### config.mk
export PLATFORM = sky130hd
export DESIGN_NAME = dma_copy_master
export DESIGN_NICKNAME = d
export VERILOG_FILES = /design/src/rtl/dma_copy_master.sv
export SDC_FILE = /design/constraint.sdc
export NUM_CORES = 1
export LEC_CHECK = 0
export BUFFER_PORTS_ARGS = -buffer_cell sky130_fd_sc_hd__buf_2
export CORE_MARGIN = 4
export CORE_UTILIZATION = 37
export DETAILED_ROUTE_END_ITERATION = 7
export GPL_TIMING_DRIVEN = 0
export PLACE_DENSITY = 0.55
export SYNTH_ARGS = -nofsm -noshare
export SYNTH_HDL_FRONTEND = slang
export SYNTH_SLANG_ARGS = --single-unit
### constraint.sdc
create_clock -name clk -period 3 [get_ports clk]
set_input_delay 0.45 -clock clk [delete_from_list [all_inputs] [get_ports clk]]
set_output_delay 0.45 -clock clk [all_outputs]
set_load 0.01 [all_outputs]
### src/rtl/dma_copy_master.sv
// Word-granular memory-to-memory copy engine with an MMIO register window
// and a PicoRV32-style valid/ready bus master.
module dma_copy_master #(
    parameter int MAX_LEN_W = 16
) (
    input  logic        clk,
    input  logic        resetn,
    input  logic        mmio_wr,
    input  logic        mmio_rd,
    input  logic [15:0] mmio_addr,
    input  logic [31:0] mmio_wdata,
    input  logic [3:0]  mmio_wstrb,
    output logic [31:0] mmio_rdata,
    output logic        mmio_ready,
    output logic        m_valid,
    output logic [31:0] m_addr,
    output logic [31:0] m_wdata,
    output logic [3:0]  m_wstrb,
    input  logic        m_ready,
    input  logic [31:0] m_rdata,
    output logic        done_irq
);

    typedef enum logic [1:0] {S_IDLE, S_RD, S_WR} state_t;

    state_t               r_state;
    logic [31:0]          r_src;
    logic [31:0]          r_dst;
    logic [31:0]          r_src_ptr;
    logic [31:0]          r_dst_ptr;
    logic [31:0]          r_buf;
    logic [MAX_LEN_W-1:0] r_len;
    logic [MAX_LEN_W-1:0] r_count;
    logic                 r_done;
    logic                 r_err;
    logic                 r_aborted;
    logic                 r_abort_req;

    logic        w_acc;
    logic        w_wr;
    logic        w_rd;
    logic        w_busy;
    logic        w_start;
    logic        w_abort;
    logic        w_stop;
    logic [31:0] w_rdata;

    // Side effects fire only on the edge that raises mmio_ready.
    assign w_acc    = (mmio_wr | mmio_rd) & ~mmio_ready;
    assign w_wr     = w_acc & mmio_wr & (|mmio_wstrb);
    assign w_rd     = w_acc & mmio_rd;
    assign w_busy   = (r_state != S_IDLE);
    assign w_start  = w_wr && (mmio_addr == 16'h0000) && mmio_wdata[0];
    assign w_abort  = w_wr && (mmio_addr == 16'h0000) && mmio_wdata[1];
    assign w_stop   = r_abort_req | w_abort;
    assign done_irq = r_done;

    always_comb begin
        w_rdata = '0;
        case (mmio_addr)
            16'h0004: w_rdata[3:0] = {r_aborted, r_err, r_done, w_busy};
            16'h0008: w_rdata = r_src;
            16'h000C: w_rdata = r_dst;
            16'h0010: w_rdata[MAX_LEN_W-1:0] = r_len;
            16'h0014: w_rdata[MAX_LEN_W-1:0] = r_count;
            default:  w_rdata = '0;
        endcase
    end

    always_ff @(posedge clk or negedge resetn) begin
        if (!resetn) begin
            r_state     <= S_IDLE;
            r_src       <= '0;
            r_dst       <= '0;
            r_src_ptr   <= '0;
            r_dst_ptr   <= '0;
            r_buf       <= '0;
            r_len       <= '0;
            r_count     <= '0;
            r_done      <= 1'b0;
            r_err       <= 1'b0;
            r_aborted   <= 1'b0;
            r_abort_req <= 1'b0;
            mmio_ready  <= 1'b0;
            mmio_rdata  <= '0;
            m_valid     <= 1'b0;
            m_addr      <= '0;
            m_wdata     <= '0;
            m_wstrb     <= '0;
        end else begin
            mmio_ready <= (mmio_wr | mmio_rd) & ~mmio_ready;
            mmio_rdata <= w_rd ? w_rdata : '0;

            if (w_wr && mmio_addr == 16'h0004) begin
                if (mmio_wdata[1]) r_done    <= 1'b0;
                if (mmio_wdata[2]) r_err     <= 1'b0;
                if (mmio_wdata[3]) r_aborted <= 1'b0;
            end

            if (w_wr && !w_busy) begin
                case (mmio_addr)
                    16'h0008: r_src <= mmio_wdata;
                    16'h000C: r_dst <= mmio_wdata;
                    16'h0010: r_len <= mmio_wdata[MAX_LEN_W-1:0];
                    default:  ;
                endcase
            end

            unique case (r_state)
                S_IDLE: begin
                    r_abort_req <= 1'b0;
                    if (w_start) begin
                        if (r_src[1:0] != 2'b00 || r_dst[1:0] != 2'b00) begin
                            r_err <= 1'b1;
                        end else if (r_len == '0) begin
                            r_done <= 1'b1;
                        end else begin
                            r_src_ptr <= r_src;
                            r_dst_ptr <= r_dst;
                            r_count   <= r_len;
                            r_done    <= 1'b0;
                            r_err     <= 1'b0;
                            r_aborted <= 1'b0;
                            r_state   <= S_RD;
                        end
                    end
                end
                S_RD, S_WR: begin
                    if (w_abort) r_abort_req <= 1'b1;
                    if (!m_valid) begin
                        // Abort seen in the idle gap: no new request is issued.
                        if (w_stop) begin
                            r_state     <= S_IDLE;
                            r_aborted   <= 1'b1;
                            r_abort_req <= 1'b0;
                        end else begin
                            m_valid <= 1'b1;
                            if (r_state == S_RD) begin
                                m_addr  <= r_src_ptr;
                                m_wstrb <= 4'b0000;
                            end else begin
                                m_addr  <= r_dst_ptr;
                                m_wdata <= r_buf;
                                m_wstrb <= 4'b1111;
                            end
                        end
                    end else if (m_ready) begin
                        m_valid <= 1'b0;
                        if (r_state == S_RD) begin
                            r_buf     <= m_rdata;
                            r_src_ptr <= r_src_ptr + 32'd4;
                        end else begin
                            r_dst_ptr <= r_dst_ptr + 32'd4;
                            r_count   <= r_count - 1'b1;
                        end
                        if (w_stop) begin
                            r_state     <= S_IDLE;
                            r_aborted   <= 1'b1;
                            r_abort_req <= 1'b0;
                        end else if (r_state == S_RD) begin
                            r_state <= S_WR;
                        end else if (r_count == MAX_LEN_W'(1)) begin
                            r_state <= S_IDLE;
                            r_done  <= 1'b1;
                        end else begin
                            r_state <= S_RD;
                        end
                    end
                end
                default: r_state <= S_IDLE;
            endcase
        end
    end

endmodule

==> insert_results.sql <==
INSERT INTO impl_metrics (metric_group, metric, value, unit) VALUES
('final_layout', 'fin_area', '0.0170', 'mm^2'),
('setup_path', 'timing.reg2reg.worst_path_depth', '9', ''),
('timing', 'clock.fmax', '341', 'MHz'),
('synth', 'synth_edf_count', '0', ''),
('synth', 'synth_top_area_cell', 'dfrtp_1', ''),
('synth', 'yosys_register_bits', '297', ''),
('synth', 'synth_nets', '1367', ''),
('clock_tree', 'cts.sink_count', '297', ''),
('synth', 'synth_largest_type_area_fraction', '0.533', ''),
('synth', 'postSynth.asyncResetShare', '1.00', ''),
('setup_path', 'crit_path_end_kind', 'flip-flop', ''),
('synth', 'synthesis.yosys.warnings', '0', ''),
('setup_path', 'timing.rr.end', 'r_dst_ptr[9]', ''),
('timing', 'slew_viol_final', '0', ''),
('setup_path', 'path_delay_family', 'simple AND/OR/NAND/NOR gates', ''),
('power', 'comb_power_share', '0.420', ''),
('final_layout', 'fill_cells', '3502', ''),
('power', 'power_frac_seq', '0.330', ''),
('power', 'pwr_density_cell', '1090', 'mW/mm^2'),
('floorplanning', 'count_of_standard_cell_rows', '70', ''),
('worst_hold_path', 'hold_path_class', 'in2reg', ''),
('floorplanning', 'io_pins', '192', ''),
('setup_path', 'worst-path-max-fanout', '10', ''),
('timing', 'timing.final.hold_violations', '0', ''),
('synth', 'synth_flop_cell', 'dfrtp_1', ''),
('worst_hold_path', 'min_to', 'r_buf[20]', ''),
('synth', 'post_synth_instance_area', '0.0139', 'mm^2'),
('route', 'drt_iter0_drc', '1044', ''),
('clock_tree', 'clk_pin_slew_worst_paths', '0.06', 'ns'),
('synth', 'syn-mean-instance-area', '11.0', 'um^2'),
('final_layout', 'final_net_count', '1601', ''),
('route', 'detailroute.via_count', '11400', ''),
('setup_path', 'library_cell_contributing_the_largest_single_delay_on_the_critical_path', 'or4_4', ''),
('floorplanning', 'initial_core_utilization', '0.378', ''),
('setup_path', 'crit_path_start_kind', 'flip-flop', ''),
('final_layout', 'areaGrowthSynthToFinish', '22.1', '%'),
('synth', 'yosys-top-cells-area', 'dfrtp_1, mux2_2, a21oi_1', ''),
('place', 'io_buffer_count', '190', ''),
('route', 'drt_wl_total', '44600', 'um'),
('setup_path', 'source_of_the_worst_register_to_register_timing_path', 'r_src[1]', ''),
('synth', 'unique_masters_post_synth', '61', ''),
('clock_tree', 'cts_buf_count', '35', ''),
('route', 'drt_pass1_iterations', '6', ''),
('timing', 'grt_setup_unrepaired', 'no', ''),
('clock_tree', 'htree_levels', '2', ''),
('power', 'swShare', '0.397', ''),
('power', 'power.static_leakage', '7.71', 'nW'),
('clock_tree', 'cts_tree', 'built', ''),
('timing', 'fin_ws', '0.0711', 'ns'),
('route', 'detailed_route_wire_length_per_cell', '21.9', 'um'),
('place', 'dp_worst_setup_slack', '-0.624', 'ns'),
('run_status', 'outcome', 'complete, no violations', ''),
('clock_tree', 'cts_root_buf', 'clkbuf_16', ''),
('setup_path', 'regToRegSetupSlack', '0.07', 'ns'),
('floorplanning', 'horizontal_die_dimension', '202', 'um'),
('floorplanning', 'core-area', '0.0369', 'mm^2'),
('power', 'net_switching_power', '7.38', 'mW'),
('place', 'finalWeightedCongestion', '0.923', ''),
('power', 'pwr-share-clk', '0.250', ''),
('timing', 'finalHoldWorstSlack', '0.159', 'ns'),
('global_route', 'gr-total-overflow', '0', ''),
('route', 'ant_nets', '0', ''),
('place', 'placement.cell_area', '0.0156', 'mm^2'),
('timing', 'worst_pin_slew', '1.03', 'ns'),
('route', 'drc', '0', ''),
('setup_path', 'data_required_time_of_the_critical_path', '3.39', 'ns'),
('worst_hold_path', 'timing.hold.worst_path_depth', '2', ''),
('global_route', 'wire_length_of_the_first_global_routing_pass', '69400', 'um'),
('route', 'post_drt_via_cell_ratio', '5.61', ''),
('floorplanning', 'die-height', '202', 'um'),
('timing', 'final.period_utilization', '0.976', '');
==> layout by cell type, fill, tap and decap left out, drive strengths merged, types with 16 or more instances in the layout <==
cell type,netlist,final
clkbuf,74,120
nand3,37,37
nor4,16,16
dfrtp,297,297
o22ai,38,38
nand2,66,66
mux2,162,162
a21oi,111,111
a2bb2oi,19,19
mux2i,36,36
o21ai,47,47
nor3,19,19
buf,21,220
nand4,23,23
nor2,111,111
a22oi,21,21
==> state kept, by name, summed over array words and instances (netlist names) <==
name         flops
r_dst_ptr       32
m_wdata         32
r_count         16
r_src_ptr       32
done_irq         1
r_buf           32
m_valid          1
m_addr          32
r_aborted        1
r_state          2
r_src           32
r_abort_req      1
mmio_rdata      32
r_err            1
r_dst           32
mmio_ready       1
r_len           16
m_wstrb          1
==> synth_stat cells (16+ instances only) <==
library cell and number:
o21ai_0 47, clkbuf_1 74, a22oi_1 21, o22ai_1 38, mux2_2 162, nor3_1 18
nand2_1 66, nor4_1 16, nand3_1 37, a2bb2oi_1 19, mux2i_1 36, dfrtp_1 297
nand4_1 23, a21oi_1 110, nor2_1 111
==> metal layers <==
metal | vias to the layer above | track usage | share of wire
met5 | - | 0 | 0.0012
met2 | 460 | 0.326 | 0.44
met1 | 5678 | 0.304 | 0.45
li1 | 5201 | - | -
met3 | 85 | 0.0496 | 0.087
met4 | 8 | 0.0630 | 0.028
==> power by group through the flow <==
stage          clock network (mW)  logic [mW]  registers (mW)
2_1_floorplan                   0        4.98            6.17
3_3_place_gp                    0        7.63            6.16
3_5_place_dp                    0        7.73            6.19
4_1_cts                      4.76        7.81            6.13
5_1_grt                      4.91        8.57            6.32
6_report                     4.66        7.81            6.14
==> logic make-up (layout without fill, tap and decap cells) <==
logic type               count (synthesis)  count (layout)  share of synthesized area
other                                    0               2                          0
flip-flops                             297             297                      0.533
adder cells (fa/ha/maj)                  8               8                    0.00718
AO/OA/AOI/OAI                          324             324                      0.152
AND/OR/NAND/NOR                        336             336                      0.119
multiplexers                           198             198                      0.157
buffers and inverters                  107             367                     0.0317
==> through the flow <==
| step | utilization | instances | TNS, ns | power, mW |
|---|---|---|---|---|
| floorplan | - | 1270 | 0 | 11.2 |
| global placement | 0.421 | 1964 | -1338.54 | 13.8 |
| detailed placement | 0.423 | 1967 | -73.19 | 13.9 |
| CTS | 0.460 | 2036 | 0 | 18.7 |
| global route | 0.461 | 2035 | 0 | 19.8 |
| finish | 0.461 | 2036 | 0 | 18.6 |
==> cell type report <==
class	count	area (um^2)	area share
flip-flops and latches	297	7430	0.437
multi-input cells	866	6140	0.361
repair buffers	199	1070	0.0628
clock buffers	49	1060	0.0623
well taps	504	631	0.0371
plain buffers	93	409	0.0240
clock inverters	14	223	0.0131
inverters	12	45.0	0.00265
diodes	2	5.00	0.000294
==> how the worst max path moves through the flow <==
stage | from | to | slack (ns) | depth (start not counted)
global route | r_src[0] | r_dst_ptr[9] | 0.009 | 9
detailed placement | mmio_wstrb[1] | m_wdata[29] | -0.62 | 8
finish | r_src[1] | r_dst_ptr[9] | 0.07 | 9
global placement | resetn | m_addr[0] | -4.26 | 1
floorplan | r_src[1] | r_dst_ptr[9] | 0.37 | 8
CTS | r_state[1] | r_dst_ptr[21] | 0.01 | 7
==> repair_timing <==
| item | CTS | global route |
|---|---|---|
| endpoints found under the setup margin | 138 | 140 |
| buffers inserted | 5 | 0 |
| hold buffers | 1 | 0 |
| hold endpoints to repair | 29 | 0 |
| gates resized for setup | 11 | 29 |
| pin swaps | 2 | 0 |
Power figures use the tool's default switching activity.
